--- src/rtl/optimizer_phase_sequencer_pkg.sv ---
// Shared types for the optimiser phase sequencer: FSM state encoding, phase codes,
// eta constant format and the phase-ordering helpers used by the sequencer FSM.
package optimizer_phase_sequencer_pkg;

  typedef enum logic [2:0] {
    ST_IDLE    = 3'd0,
    ST_M1_ISS  = 3'd1,
    ST_M1_WAIT = 3'd2,
    ST_M2_ISS  = 3'd3,
    ST_M2_WAIT = 3'd4,
    ST_AD_ISS  = 3'd5,
    ST_AD_WAIT = 3'd6,
    ST_FIN     = 3'd7
  } state_t;

  localparam logic [1:0] PHASE_IDLE = 2'd0;
  localparam logic [1:0] PHASE_MAN1 = 2'd1;
  localparam logic [1:0] PHASE_MAN2 = 2'd2;
  localparam logic [1:0] PHASE_ADAM = 2'd3;

  // Learning rate as consumed downstream: phase tag plus IEEE-754 single value.
  typedef struct packed {
    logic [1:0]  tag;
    logic [31:0] value;
  } eta_t;

  function automatic eta_t eta_for_phase(input logic [1:0] phase);
    eta_t e;
    e.tag = phase;
    case (phase)
      PHASE_MAN1: e.value = 32'h3DCC_CCCD;
      PHASE_MAN2: e.value = 32'h3C23_D70A;
      PHASE_ADAM: e.value = 32'h3A83_126F;
      default:    e.value = 32'h0000_0000;
    endcase
    return e;
  endfunction

  function automatic logic [1:0] state_phase(input state_t s);
    logic [1:0] p;
    case (s)
      ST_M1_ISS, ST_M1_WAIT: p = PHASE_MAN1;
      ST_M2_ISS, ST_M2_WAIT: p = PHASE_MAN2;
      ST_AD_ISS, ST_AD_WAIT: p = PHASE_ADAM;
      default:               p = PHASE_IDLE;
    endcase
    return p;
  endfunction

  function automatic state_t issue_state(input logic [1:0] phase);
    state_t s;
    case (phase)
      PHASE_MAN1: s = ST_M1_ISS;
      PHASE_MAN2: s = ST_M2_ISS;
      PHASE_ADAM: s = ST_AD_ISS;
      default:    s = ST_FIN;
    endcase
    return s;
  endfunction

  // First phase after from_phase whose count is non-zero; nonzero = {adam, man2, man1}.
  function automatic state_t next_entry(input logic [2:0] nonzero, input logic [1:0] from_phase);
    state_t s;
    s = ST_FIN;
    case (from_phase)
      PHASE_IDLE: begin
        if (nonzero[0])      s = ST_M1_ISS;
        else if (nonzero[1]) s = ST_M2_ISS;
        else if (nonzero[2]) s = ST_AD_ISS;
        else                 s = ST_FIN;
      end
      PHASE_MAN1: begin
        if (nonzero[1])      s = ST_M2_ISS;
        else if (nonzero[2]) s = ST_AD_ISS;
        else                 s = ST_FIN;
      end
      PHASE_MAN2: begin
        if (nonzero[2])      s = ST_AD_ISS;
        else                 s = ST_FIN;
      end
      default: s = ST_FIN;
    endcase
    return s;
  endfunction

endpackage

--- src/rtl/optimizer_phase_sequencer_if.sv ---
// Handshake and status bundle between the phase sequencer (master) and the
// training-loop update engine / run controller (slave).
interface optimizer_phase_sequencer_if #(
  parameter int CNT_WIDTH = 16,
  parameter int TOT_WIDTH = 18
);
  logic                 start;
  logic [CNT_WIDTH-1:0] cfg_n_man1;
  logic [CNT_WIDTH-1:0] cfg_n_man2;
  logic [CNT_WIDTH-1:0] cfg_n_adam;
  logic                 iter_done;
  logic                 converged;
  logic                 iter_start;
  logic                 manhattan_en;
  logic                 adam_en;
  logic                 finish_first_manhattan;
  logic                 finish_second_manhattan;
  logic [1:0]           phase;
  logic [CNT_WIDTH-1:0] iter_count;
  logic [TOT_WIDTH-1:0] total_iter;
  logic                 busy;
  logic                 done;
  logic                 done_converged;

  modport master (
    input  start, cfg_n_man1, cfg_n_man2, cfg_n_adam, iter_done, converged,
    output iter_start, manhattan_en, adam_en, finish_first_manhattan,
           finish_second_manhattan, phase, iter_count, total_iter, busy, done, done_converged
  );

  modport slave (
    output start, cfg_n_man1, cfg_n_man2, cfg_n_adam, iter_done, converged,
    input  iter_start, manhattan_en, adam_en, finish_first_manhattan,
           finish_second_manhattan, phase, iter_count, total_iter, busy, done, done_converged
  );
endinterface

--- src/rtl/optimizer_phase_sequencer_phase_iter_counter.sv ---
// Per-phase completed-iteration counter with terminal-count compare against the
// limit of the phase currently running.
module phase_iter_counter #(
  parameter int CNT_WIDTH = 16
) (
  input  logic                 clk,
  input  logic                 rst,
  input  logic                 clr,
  input  logic                 inc,
  input  logic [CNT_WIDTH-1:0] limit,
  output logic [CNT_WIDTH-1:0] count,
  output logic                 terminal
);

  logic [CNT_WIDTH-1:0] count_r;
  logic [CNT_WIDTH-1:0] count_inc_s;

  assign count_inc_s = count_r + {{(CNT_WIDTH-1){1'b0}}, 1'b1};
  // Combinational so the FSM can leave the phase on the completing iter_done.
  assign terminal    = (count_inc_s == limit);
  assign count       = count_r;

  // Clear wins over increment so a new phase always starts from zero.
  always_ff @(posedge clk) begin
    if (rst) begin
      count_r <= '0;
    end else if (clr) begin
      count_r <= '0;
    end else if (inc) begin
      count_r <= count_inc_s;
    end
  end

endmodule

--- src/rtl/optimizer_phase_sequencer.sv ---
// Run-level controller stepping the optimiser through Manhattan-1, Manhattan-2 and Adam
// phases; issues iterations, counts completions and ends on exhaustion or convergence.
module optimizer_phase_sequencer
  import optimizer_phase_sequencer_pkg::*;
#(
  parameter int CNT_WIDTH = 16,
  parameter int TOT_WIDTH = 18
) (
  input logic                        clk,
  input logic                        rst,
  optimizer_phase_sequencer_if.master bus
);

  state_t               state_r, state_s;
  logic [CNT_WIDTH-1:0] n_man1_r, n_man2_r, n_adam_r;
  logic [CNT_WIDTH-1:0] limit_s;
  logic [CNT_WIDTH-1:0] iter_count_s;
  logic [TOT_WIDTH-1:0] total_r;
  logic [2:0]           nz_cfg_s, nz_lat_s;
  logic [1:0]           phase_next_s;
  logic                 latch_s, cnt_clr_s, cnt_inc_s, conv_exit_s, terminal_s;
  logic                 iter_start_r, manhattan_en_r, adam_en_r, ff_man_r, fs_man_r;
  logic [1:0]           phase_r;
  logic                 busy_r, done_r, done_conv_r;

  assign nz_cfg_s = {bus.cfg_n_adam != '0, bus.cfg_n_man2 != '0, bus.cfg_n_man1 != '0};
  assign nz_lat_s = {n_adam_r != '0, n_man2_r != '0, n_man1_r != '0};
  assign phase_next_s = state_phase(state_s);

  phase_iter_counter #(.CNT_WIDTH(CNT_WIDTH)) u_iter_counter (
    .clk      (clk),
    .rst      (rst),
    .clr      (cnt_clr_s),
    .inc      (cnt_inc_s),
    .limit    (limit_s),
    .count    (iter_count_s),
    .terminal (terminal_s)
  );

  // Next-state, counter control and cfg latch decode.
  always_comb begin
    state_s     = state_r;
    latch_s     = 1'b0;
    cnt_clr_s   = 1'b0;
    cnt_inc_s   = 1'b0;
    conv_exit_s = 1'b0;
    limit_s     = '0;
    case (state_phase(state_r))
      PHASE_MAN1: limit_s = n_man1_r;
      PHASE_MAN2: limit_s = n_man2_r;
      PHASE_ADAM: limit_s = n_adam_r;
      default:    limit_s = '0;
    endcase
    case (state_r)
      ST_IDLE: begin
        if (bus.start) begin
          latch_s   = 1'b1;
          cnt_clr_s = 1'b1;
          state_s   = next_entry(nz_cfg_s, PHASE_IDLE);
        end else begin
          state_s   = ST_IDLE;
        end
      end
      ST_M1_ISS: state_s = ST_M1_WAIT;
      ST_M2_ISS: state_s = ST_M2_WAIT;
      ST_AD_ISS: state_s = ST_AD_WAIT;
      ST_M1_WAIT, ST_M2_WAIT, ST_AD_WAIT: begin
        if (bus.iter_done) begin
          cnt_inc_s = 1'b1;
          if (bus.converged) begin
            conv_exit_s = 1'b1;
            state_s     = ST_FIN;
          end else if (terminal_s) begin
            state_s   = next_entry(nz_lat_s, state_phase(state_r));
            // Final counts stay visible when the run ends on exhaustion.
            cnt_clr_s = (state_s != ST_FIN);
          end else begin
            state_s   = issue_state(state_phase(state_r));
          end
        end else begin
          state_s = state_r;
        end
      end
      ST_FIN:  state_s = ST_IDLE;
      default: state_s = ST_IDLE;
    endcase
  end

  // State, latched counts, run total and all outputs, decoded from the next state.
  always_ff @(posedge clk) begin
    if (rst) begin
      state_r        <= ST_IDLE;
      n_man1_r       <= '0;
      n_man2_r       <= '0;
      n_adam_r       <= '0;
      total_r        <= '0;
      iter_start_r   <= 1'b0;
      manhattan_en_r <= 1'b0;
      adam_en_r      <= 1'b0;
      ff_man_r       <= 1'b0;
      fs_man_r       <= 1'b0;
      phase_r        <= PHASE_IDLE;
      busy_r         <= 1'b0;
      done_r         <= 1'b0;
      done_conv_r    <= 1'b0;
    end else begin
      state_r <= state_s;
      if (latch_s) begin
        n_man1_r <= bus.cfg_n_man1;
        n_man2_r <= bus.cfg_n_man2;
        n_adam_r <= bus.cfg_n_adam;
        total_r  <= '0;
      end else if (cnt_inc_s) begin
        total_r  <= total_r + {{(TOT_WIDTH-1){1'b0}}, 1'b1};
      end
      iter_start_r   <= (state_s == ST_M1_ISS) || (state_s == ST_M2_ISS) || (state_s == ST_AD_ISS);
      manhattan_en_r <= (phase_next_s == PHASE_MAN1) || (phase_next_s == PHASE_MAN2);
      adam_en_r      <= (phase_next_s == PHASE_ADAM);
      ff_man_r       <= (phase_next_s == PHASE_MAN2);
      fs_man_r       <= (phase_next_s == PHASE_ADAM);
      phase_r        <= phase_next_s;
      busy_r         <= (state_s != ST_IDLE);
      done_r         <= (state_s == ST_FIN);
      done_conv_r    <= (state_s == ST_FIN) && conv_exit_s;
    end
  end

  assign bus.iter_start              = iter_start_r;
  assign bus.manhattan_en            = manhattan_en_r;
  assign bus.adam_en                 = adam_en_r;
  assign bus.finish_first_manhattan  = ff_man_r;
  assign bus.finish_second_manhattan = fs_man_r;
  assign bus.phase                   = phase_r;
  assign bus.iter_count              = iter_count_s;
  assign bus.total_iter              = total_r;
  assign bus.busy                    = busy_r;
  assign bus.done                    = done_r;
  assign bus.done_converged          = done_conv_r;

endmodule

--- src/flat_wrapper.sv ---
// flat-port wrapper written by rule: the top's interface ports become plain ports
module optimizer_phase_sequencer_flat import optimizer_phase_sequencer_pkg::*;
#(
  parameter int CNT_WIDTH = 16,
  parameter int TOT_WIDTH = 18
)
  (clk, rst, bus_start, bus_cfg_n_man1, bus_cfg_n_man2, bus_cfg_n_adam, bus_iter_done, bus_converged, bus_iter_start, bus_manhattan_en, bus_adam_en, bus_finish_first_manhattan, bus_finish_second_manhattan, bus_phase, bus_iter_count, bus_total_iter, bus_busy, bus_done, bus_done_converged);
  optimizer_phase_sequencer_if #(.CNT_WIDTH(CNT_WIDTH), .TOT_WIDTH(TOT_WIDTH)) bus_i ();
  input logic clk;
  input logic rst;
  input wire logic [$bits(bus_i.start)-1:0] bus_start;
  input wire logic [$bits(bus_i.cfg_n_man1)-1:0] bus_cfg_n_man1;
  input wire logic [$bits(bus_i.cfg_n_man2)-1:0] bus_cfg_n_man2;
  input wire logic [$bits(bus_i.cfg_n_adam)-1:0] bus_cfg_n_adam;
  input wire logic [$bits(bus_i.iter_done)-1:0] bus_iter_done;
  input wire logic [$bits(bus_i.converged)-1:0] bus_converged;
  output wire logic [$bits(bus_i.iter_start)-1:0] bus_iter_start;
  output wire logic [$bits(bus_i.manhattan_en)-1:0] bus_manhattan_en;
  output wire logic [$bits(bus_i.adam_en)-1:0] bus_adam_en;
  output wire logic [$bits(bus_i.finish_first_manhattan)-1:0] bus_finish_first_manhattan;
  output wire logic [$bits(bus_i.finish_second_manhattan)-1:0] bus_finish_second_manhattan;
  output wire logic [$bits(bus_i.phase)-1:0] bus_phase;
  output wire logic [$bits(bus_i.iter_count)-1:0] bus_iter_count;
  output wire logic [$bits(bus_i.total_iter)-1:0] bus_total_iter;
  output wire logic [$bits(bus_i.busy)-1:0] bus_busy;
  output wire logic [$bits(bus_i.done)-1:0] bus_done;
  output wire logic [$bits(bus_i.done_converged)-1:0] bus_done_converged;
  assign bus_i.start = bus_start;
  assign bus_i.cfg_n_man1 = bus_cfg_n_man1;
  assign bus_i.cfg_n_man2 = bus_cfg_n_man2;
  assign bus_i.cfg_n_adam = bus_cfg_n_adam;
  assign bus_i.iter_done = bus_iter_done;
  assign bus_i.converged = bus_converged;
  assign bus_iter_start = bus_i.iter_start;
  assign bus_manhattan_en = bus_i.manhattan_en;
  assign bus_adam_en = bus_i.adam_en;
  assign bus_finish_first_manhattan = bus_i.finish_first_manhattan;
  assign bus_finish_second_manhattan = bus_i.finish_second_manhattan;
  assign bus_phase = bus_i.phase;
  assign bus_iter_count = bus_i.iter_count;
  assign bus_total_iter = bus_i.total_iter;
  assign bus_busy = bus_i.busy;
  assign bus_done = bus_i.done;
  assign bus_done_converged = bus_i.done_converged;
  optimizer_phase_sequencer #(.CNT_WIDTH(CNT_WIDTH), .TOT_WIDTH(TOT_WIDTH)) u_core (.clk(clk), .rst(rst), .bus(bus_i));
endmodule
--- config.mk ---
export PLATFORM = sky130hd
export DESIGN_NAME = optimizer_phase_sequencer_flat
export DESIGN_NICKNAME = d
export VERILOG_FILES = /design/src/rtl/optimizer_phase_sequencer_pkg.sv /design/src/rtl/optimizer_phase_sequencer_if.sv /design/src/rtl/optimizer_phase_sequencer_phase_iter_counter.sv /design/src/rtl/optimizer_phase_sequencer.sv /design/src/flat_wrapper.sv
export SDC_FILE = /design/constraint.sdc
export NUM_CORES = 1
export LEC_CHECK = 0
export ABC_CLOCK_PERIOD_IN_PS = 12000
export CORE_UTILIZATION = 40
export CTS_BUF_LIST = sky130_fd_sc_hd__clkbuf_2
export DETAILED_ROUTE_END_ITERATION = 8
export HOLD_SLACK_MARGIN = 0.15
export PLACE_DENSITY = 0.66
export SLEW_MARGIN = 5
export SYNTH_ARGS = -nofsm -noshare
export SYNTH_HDL_FRONTEND = slang
export SYNTH_HIERARCHICAL = 1
export SYNTH_SLANG_ARGS = --single-unit
--- constraint.sdc ---
create_clock -name clk -period 12 [get_ports clk]
set_input_delay 3.6 -clock clk [delete_from_list [all_inputs] [get_ports clk]]
set_output_delay 3.6 -clock clk [all_outputs]
set_load 0.01 [all_outputs]
# Yosys cells after proc, flatten, opt, wreduce, memory -nomap -nowiden
# Index checks and enable logic that the tools add are counted.
dict set report op_classes {
  addsub 2
  eq_ne 27
  n_mux 39
  reduce_logical 22
}
# operator count
set op_table {}
lappend op_table {{$reduce_bool A16 Y1} 6}
lappend op_table {{$pmux W16 S3} 1}
lappend op_table {{$mux W3} 12}
lappend op_table {{$eq A3 B3 Y1 const B} 8}
lappend op_table {{$mux W2} 10}
lappend op_table {{$add A18 B1 Y18 const B} 1}
lappend op_table {{$pmux W3 S3} 2}
lappend op_table {{$pmux W3 S6} 1}
lappend op_table {{$add A16 B1 Y16 const B} 1}
lappend op_table {{$eq A16 B16 Y1} 1}
lappend op_table {{$reduce_or A2 Y1} 8}
lappend op_table {{$eq A2 B2 Y1 const B} 7}
lappend op_table {{$eq A3 B2 Y1 const B} 4}
lappend op_table {{$pmux W2 S3} 2}
lappend op_table {{$mux W1} 10}
lappend op_table {{$eq A2 B1 Y1 const B} 4}
lappend op_table {{$eq A3 B1 Y1 const B} 2}
lappend op_table {{$logic_not A3 Y1} 1}
lappend op_table {{$logic_or A1 B1 Y1} 3}
lappend op_table {{$ne A3 B3 Y1 const B} 1}
lappend op_table {{$reduce_bool A3 Y1} 1}
lappend op_table {{$reduce_or A3 Y1} 1}
lappend op_table {{$logic_not A2 Y1} 1}
lappend op_table {{$pmux W1 S2} 1}
lappend op_table {{$logic_and A1 B1 Y1} 1}
dict set report totals {
  reg_bits 94
  inputBits 53
  output_inout_bits 44
  wordCells 104
}

# Depth between registers and ports, before layout
dict set report logic_depth {
  word_depth 25
  ltp_mapped 23
  mapped_depth_nobuf 19
}

# By module
# Netlist, hierarchy kept.
# mod n_inst cells_each area_per_inst_um2 seq_area_each_um2
set modules_own_cells {}
lappend modules_own_cells {optimizer_phase_sequencer 1 468 3674.8 1561.5}
lappend modules_own_cells {phase_iter_counter 1 143 1156.1 320.3}

# Worst setup path before layout
# No wires, ideal clock.
dict set report synth_timing {
  path_type {in2reg}
  from {input port bus_cfg_n_man2[10]}
  to {register u_core.manhattan_en_r, in the netlist u_core/bus.manhattan_en}
  setup_ps 128
  t_arrival_ps 5349
  required_ps 11872
  setup_slack_ps 6523
  cell_stages 8
  path_buffers 0
  cell_sequence {nor4_2 -> nand4_1 -> or3_1 -> a32o_1 -> or2_1 -> xor2_1 -> ha_1 -> nor2_1}
}
dict set report synth_between {
  elab_chain_cells 10
  word_cells_on_any_way 18
  classes_between {eq/ne (8); mux (5); reduce/logical (5)}
}
# element line
set synth_lines {}
lappend synth_lines {{from (decl)} flat_wrapper.sv:13} ;# input wire logic [$bits(bus_i.cfg_n_man2)-1:0] bus_cfg_n_man2;
lappend synth_lines {{$reduce_bool A16 Y1 (*)} optimizer_phase_sequencer.sv:26} ;# assign nz_cfg_s = {bus.cfg_n_adam != '0, bus.cfg_n_man2 != '0, bus.cfg_n_man1 != '0};
lappend synth_lines {{$mux W3 (*)} optimizer_phase_sequencer_pkg.sv:68} ;# else if (nonzero[1]) s = ST_M2_ISS;
lappend synth_lines {{$mux W3 (*)} optimizer_phase_sequencer_pkg.sv:67} ;# if (nonzero[0]) s = ST_M1_ISS;
lappend synth_lines {{$mux W3 (*)} optimizer_phase_sequencer.sv:56} ;# if (bus.start) begin
lappend synth_lines {{$pmux W3 S6 (*)} optimizer_phase_sequencer.sv:54} ;# case (state_r)
lappend synth_lines {{$eq A3 B3 Y1 (tied with other cells)} optimizer_phase_sequencer_pkg.sv:41} ;# case (s)
lappend synth_lines {{$reduce_or A2 Y1} optimizer_phase_sequencer_pkg.sv:41}
lappend synth_lines {{$pmux W2 S3 (*)} optimizer_phase_sequencer_pkg.sv:41}
lappend synth_lines {{via u_core.phase_next_s[1]} optimizer_phase_sequencer.sv:20} ;# logic [1:0] phase_next_s;
lappend synth_lines {{$eq A2 B1 Y1 / $eq A2 B2 Y1 (equally long branches)} optimizer_phase_sequencer.sv:117} ;# manhattan_en_r <= (phase_next_s == PHASE_MAN1) || (phase_next_s == PHASE_MAN2);
lappend synth_lines {{$logic_or A1 B1 Y1 (*)} optimizer_phase_sequencer.sv:117}
lappend synth_lines {{to (signal assigned)} optimizer_phase_sequencer.sv:117}
lappend synth_lines {{to (decl)} optimizer_phase_sequencer.sv:22} ;# logic iter_start_r, manhattan_en_r, adam_en_r, ff_man_r, fs_man_r;
# The timed path passes the listed nets; every way through them passes the cells marked *.
# A chain may end at the register's enable or synchronous reset.

# Worst setup path in the final report
dict set report layout_timing {
  from {register u_core.state_r[1]}
  to {register u_core.manhattan_en_r, in the netlist u_core/bus.manhattan_en}
}
dict set report layout_between {
  word_cells_on_any_way 55
  classes_between {eq/ne (24); mux (21); reduce/logical (10)}
}
# element line
set layout_rtl {}
lappend layout_rtl {{from (decl)} optimizer_phase_sequencer.sv:14} ;# state_t state_r, state_s;
lappend layout_rtl {{from (signal assigned)} optimizer_phase_sequencer.sv:107} ;# state_r <= state_s;
lappend layout_rtl {{$eq A3 B3 Y1 (tied with other cells)} optimizer_phase_sequencer_pkg.sv:41}
lappend layout_rtl {{$reduce_or A2 Y1} optimizer_phase_sequencer_pkg.sv:41}
lappend layout_rtl {{$pmux W2 S3 (*)} optimizer_phase_sequencer_pkg.sv:41}
lappend layout_rtl {{$eq A2 B2 Y1 / $eq A2 B1 Y1 (equally long branches)} optimizer_phase_sequencer.sv:48} ;# case (state_phase(state_r))
lappend layout_rtl {{$pmux W16 S3 (*)} optimizer_phase_sequencer.sv:48}
lappend layout_rtl {{via u_core.limit_s[2]} optimizer_phase_sequencer.sv:16} ;# logic [CNT_WIDTH-1:0] limit_s;
lappend layout_rtl {{$eq A16 B16 Y1 (*)} optimizer_phase_sequencer_phase_iter_counter.sv:20} ;# assign terminal = (count_inc_s == limit);
lappend layout_rtl {{via u_core.terminal_s} optimizer_phase_sequencer.sv:21} ;# logic latch_s, cnt_clr_s, cnt_inc_s, conv_exit_s, terminal_s;
lappend layout_rtl {{$mux W3 (*)} optimizer_phase_sequencer.sv:73} ;# end else if (terminal_s) begin
lappend layout_rtl {{$mux W3 (*)} optimizer_phase_sequencer.sv:70} ;# if (bus.converged) begin
lappend layout_rtl {{$mux W3 (*)} optimizer_phase_sequencer.sv:68} ;# if (bus.iter_done) begin
lappend layout_rtl {{$pmux W3 S6 (*)} optimizer_phase_sequencer.sv:54}
lappend layout_rtl {{$eq A3 B3 Y1 (tied with other cells)} optimizer_phase_sequencer_pkg.sv:41}
lappend layout_rtl {{$reduce_or A2 Y1} optimizer_phase_sequencer_pkg.sv:41}
lappend layout_rtl {{$pmux W2 S3 (*)} optimizer_phase_sequencer_pkg.sv:41}
lappend layout_rtl {{$eq A2 B1 Y1 / $eq A2 B2 Y1 (equally long branches)} optimizer_phase_sequencer.sv:117}
lappend layout_rtl {{$logic_or A1 B1 Y1 (*)} optimizer_phase_sequencer.sv:117}
# The timed path passes the listed nets; every way through them passes the cells marked *. The select of a mux whose other input is x is not followed.

==> metrics.cfg <==
[logic_synthesis]
synth_compound_area_share_pct=14.2
synth-edff-count=0
syn_avg_cell_area_um2=7.91
netlist_instances=611
synth_flop_cell=dfxtp_1
ys_types=57
seq_area_frac_synth_pct=39.0
synth-xor-area-share_pct=9.61
synthesis.nets=674
async_flop_share_pct=0
synth_warnings=6
synth_seq_cells=94
synth_fa_ha_area_share_pct=2.59
synth_top_family_by_area=simple AND/OR/NAND/NOR gates
syn_area_um2=4830
synth_mux_area_share_pct=0.414
synthSimpleGateAreaFrac_pct=30.0

[sta]
fin_hold_ws_ns=0.500
final.setup.tns_ns=0
setup_ws_ns=6.24
worst_pin_slew_ns=1.04
period_needed_ns=5.76
period_share_pct=48.0
setup_viol=0
slew_headroom_pct=30.7
slew_violations=0
fin_skew_ns=0.0309
fmax_mhz=173
rsz0062_at_grt=no
finalHoldViolations=0

[detailed_routing]
viasPerCell=5.59
drt_pass1_iterations=8
drcViolationCount=4
vias=4628
wirelength_um=12900
avgRoutedWirePerCell_um=15.6
drtIter0Drc=624
ant_nets=0

[final_layout]
syn2layout_area_growth_pct=22.5
drive_above_1_share_pct=5.11
finish.utilization_pct=50.9
instances_no_fill=828
layout_common_cells=122 x nand2_1, 95 x clkdlybuf4s50_1, 94 x dfxtp_1
final_nets=743
layout_commonest_cell=nand2_1
antennaDiodeCount=0

[cts]
htreeDepth=3
path_clk_slew_ns=0.29
clock_sinks=94
cts_buffers=9
clk_latency_ns=0.56
root_buffer=clkbuf_2
cts_resized=0
tritoncts=done
cts_hold_buffers=0
clockBufferDepth=2
postCtsSetupRepairBufs=0

[worst_setup_path]
required_ns=12.43
cp.arrival_ns=6.19
setup.worst_path.class=reg -> reg
cp_max_fo=20
critical-path-top-delay-family=simple AND/OR/NAND/NOR gates
cp_num_buf_inv=1
critical_path.startpoint_type=flip-flop
rr_worst_depth=19
slowest_stage=nor4_2
worstReg2RegEnd=u_core/bus.manhattan_en
crit_chain=nand2_1 > xnor2_1 > inv_1 > ha_1 > a222oi_1 > nor2_1 > and4b_1 > o211ai_1 > nor4_1 > nand4_1 > nor4_2 > nand2b_1 > a311o_1 > a32oi_1 > nand2_1 > or3_1 > and2_1 > ha_1 > nor2_1
cp-end-kind=flip-flop
rrSetupSlack_ns=6.24
slowest_delay_ns=0.80
crit-reg2reg-launch=u_core/state_r[1]
crit_cells=19

[global_routing]
grt_pass1_wl_um=21000
grt_overflow=0
grt_max_degree=60
grt_pass1_vias=4275
antenna_found_initial=0
track_usage_pct=20.9

[power_and_ir_drop]
p_leak_uw=0.00209
ir_drop_v=0.0000870
powerDensity_nw_per_um2=120

[min_path]
whs_endpoint=u_core/n_adam_r[2]
hp-start=u_core/n_adam_r[2]
hold_class=reg -> reg
hold-path-cell-count=2

[floorplanning]
die_y_um=112
die_w_um=112
die-area_um2=12500
ios=97
initial_core_util_pct=41.6
coreArea_um2=11600
num_rows=39

[placed_design]
gp_congestion=0.828
port-buffer-count=96
dp_slack_ns=5.62
dpl.hpwl_um=9790
dpl.cell_count=812

[job]
maxCapViolations=0

[outcome]
status=complete, but fails checks
failed_checks=design-rule violations

==> kinds of logic after synthesis <==
| kind of cell | after synthesis |
|---|---|
| DFF | 94 |
| and+or+nand+nor | 295 |
| adders and majority gates | 10 |
| muxes | 2 |
| xor gates and xnor gates | 53 |
| AOI/OAI and AO/OA | 108 |
| buffers and inverters | 49 |
==> synth_stat cells (3+ instances only) <==
library cell | count | share of area [%]
xor2_1 | 30 | 5.4
and2_1 | 3 | 0.39
and4_1 | 3 | 0.54
nand4_1 | 14 | 1.8
nand3_1 | 12 | 1.2
dfxtp_1 | 94 | 39
a222oi_1 | 16 | 3.3
o21ai_0 | 12 | 1.2
xnor2_1 | 23 | 4.2
clkbuf_1 | 25 | 1.9
nor4_1 | 24 | 3.1
nor3b_1 | 3 | 0.47
inv_1 | 8 | 0.62
nor2b_1 | 5 | 0.65
nor2_1 | 67 | 5.2
buf_1 | 3 | 0.23
buf_2 | 10 | 1.0
nor3_1 | 6 | 0.62
ha_1 | 10 | 2.6
nand2b_1 | 3 | 0.39
nor4_2 | 5 | 1.3
and3_1 | 4 | 0.52
nand2_1 | 122 | 9.5
a21oi_1 | 60 | 6.2
or3_1 | 8 | 1.0
==> report_power, final <==
part / internal (µW) / switching [µW]
clock network: 31.0 / 116
registers: 339 / 26.6
logic: 83.0 / 117
==> how the worst max path moves through the flow <==
stage / from / end / slack (ns)
3_5_place_dp: bus_cfg_n_man1[3] / u_core/bus.manhattan_en / 5.62
6_report: u_core/state_r[1] / u_core/bus.manhattan_en / 6.24
2_1_floorplan: bus_cfg_n_man2[10] / u_core/bus.manhattan_en / 6.52
5_1_grt: u_core/state_r[0] / u_core/bus.manhattan_en / 5.86
3_3_place_gp: bus_cfg_n_man1[3] / u_core/bus.manhattan_en / 5.67
4_1_cts: bus_cfg_n_man1[3] / u_core/bus.manhattan_en / 6.25
==> metrics by stage <==
| stage | total power [µW] | cell area, µm² |
|---|---|---|
| 3_3_place_gp | 564 | 5810 |
| 4_1_cts | 717 | 5920 |
| 2_1_floorplan | 500 | 4830 |
| 3_5_place_dp | 568 | 5810 |
| 6_report | 713 | 5920 |
| 5_1_grt | 759 | 5920 |
==> layout make-up <==
type                       count  area [µm²]
clock buffer                   9        45.0
sequential                    94        1880
tap                          143         179
timing repair buffer          98         971
clock inverter                 7        57.6
multi-input combinational    468        2750
inverter                       9        33.8
fill                        1148        5700
==> metal layers <==
metal / vias to the layer above / track usage, % / share of wire [%]
met5: - / 0 / 0
met4: 0 / 8.29 / 2.1
met3: 21 / 3.70 / 6.6
met2: 173 / 33.3 / 46
met1: 2151 / 27.9 / 45
li1: 2283 / - / -
==> registers in the layout (all words and copies together), names as in the netlist <==
name	flops
u_core/bus.finish_second_manhattan	1
u_core/u_iter_counter/count	16
u_core/bus.manhattan_en	1
u_core/n_adam_r	16
u_core/bus.finish_first_manhattan	1
u_core/n_man1_r	16
u_core/bus.iter_start	1
u_core/bus.phase	2
u_core/state_r	3
u_core/bus.done	1
u_core/bus.total_iter	18
u_core/n_man2_r	16
u_core/bus.busy	1
u_core/bus.done_converged	1
==> worst min-delay path, stage by stage, from the launching register on <==
cell	delay, ns
dfxtp_1	0.39
nand2_1	0.06
a21oi_1	0.05
(Power assumes the default switching activity.)
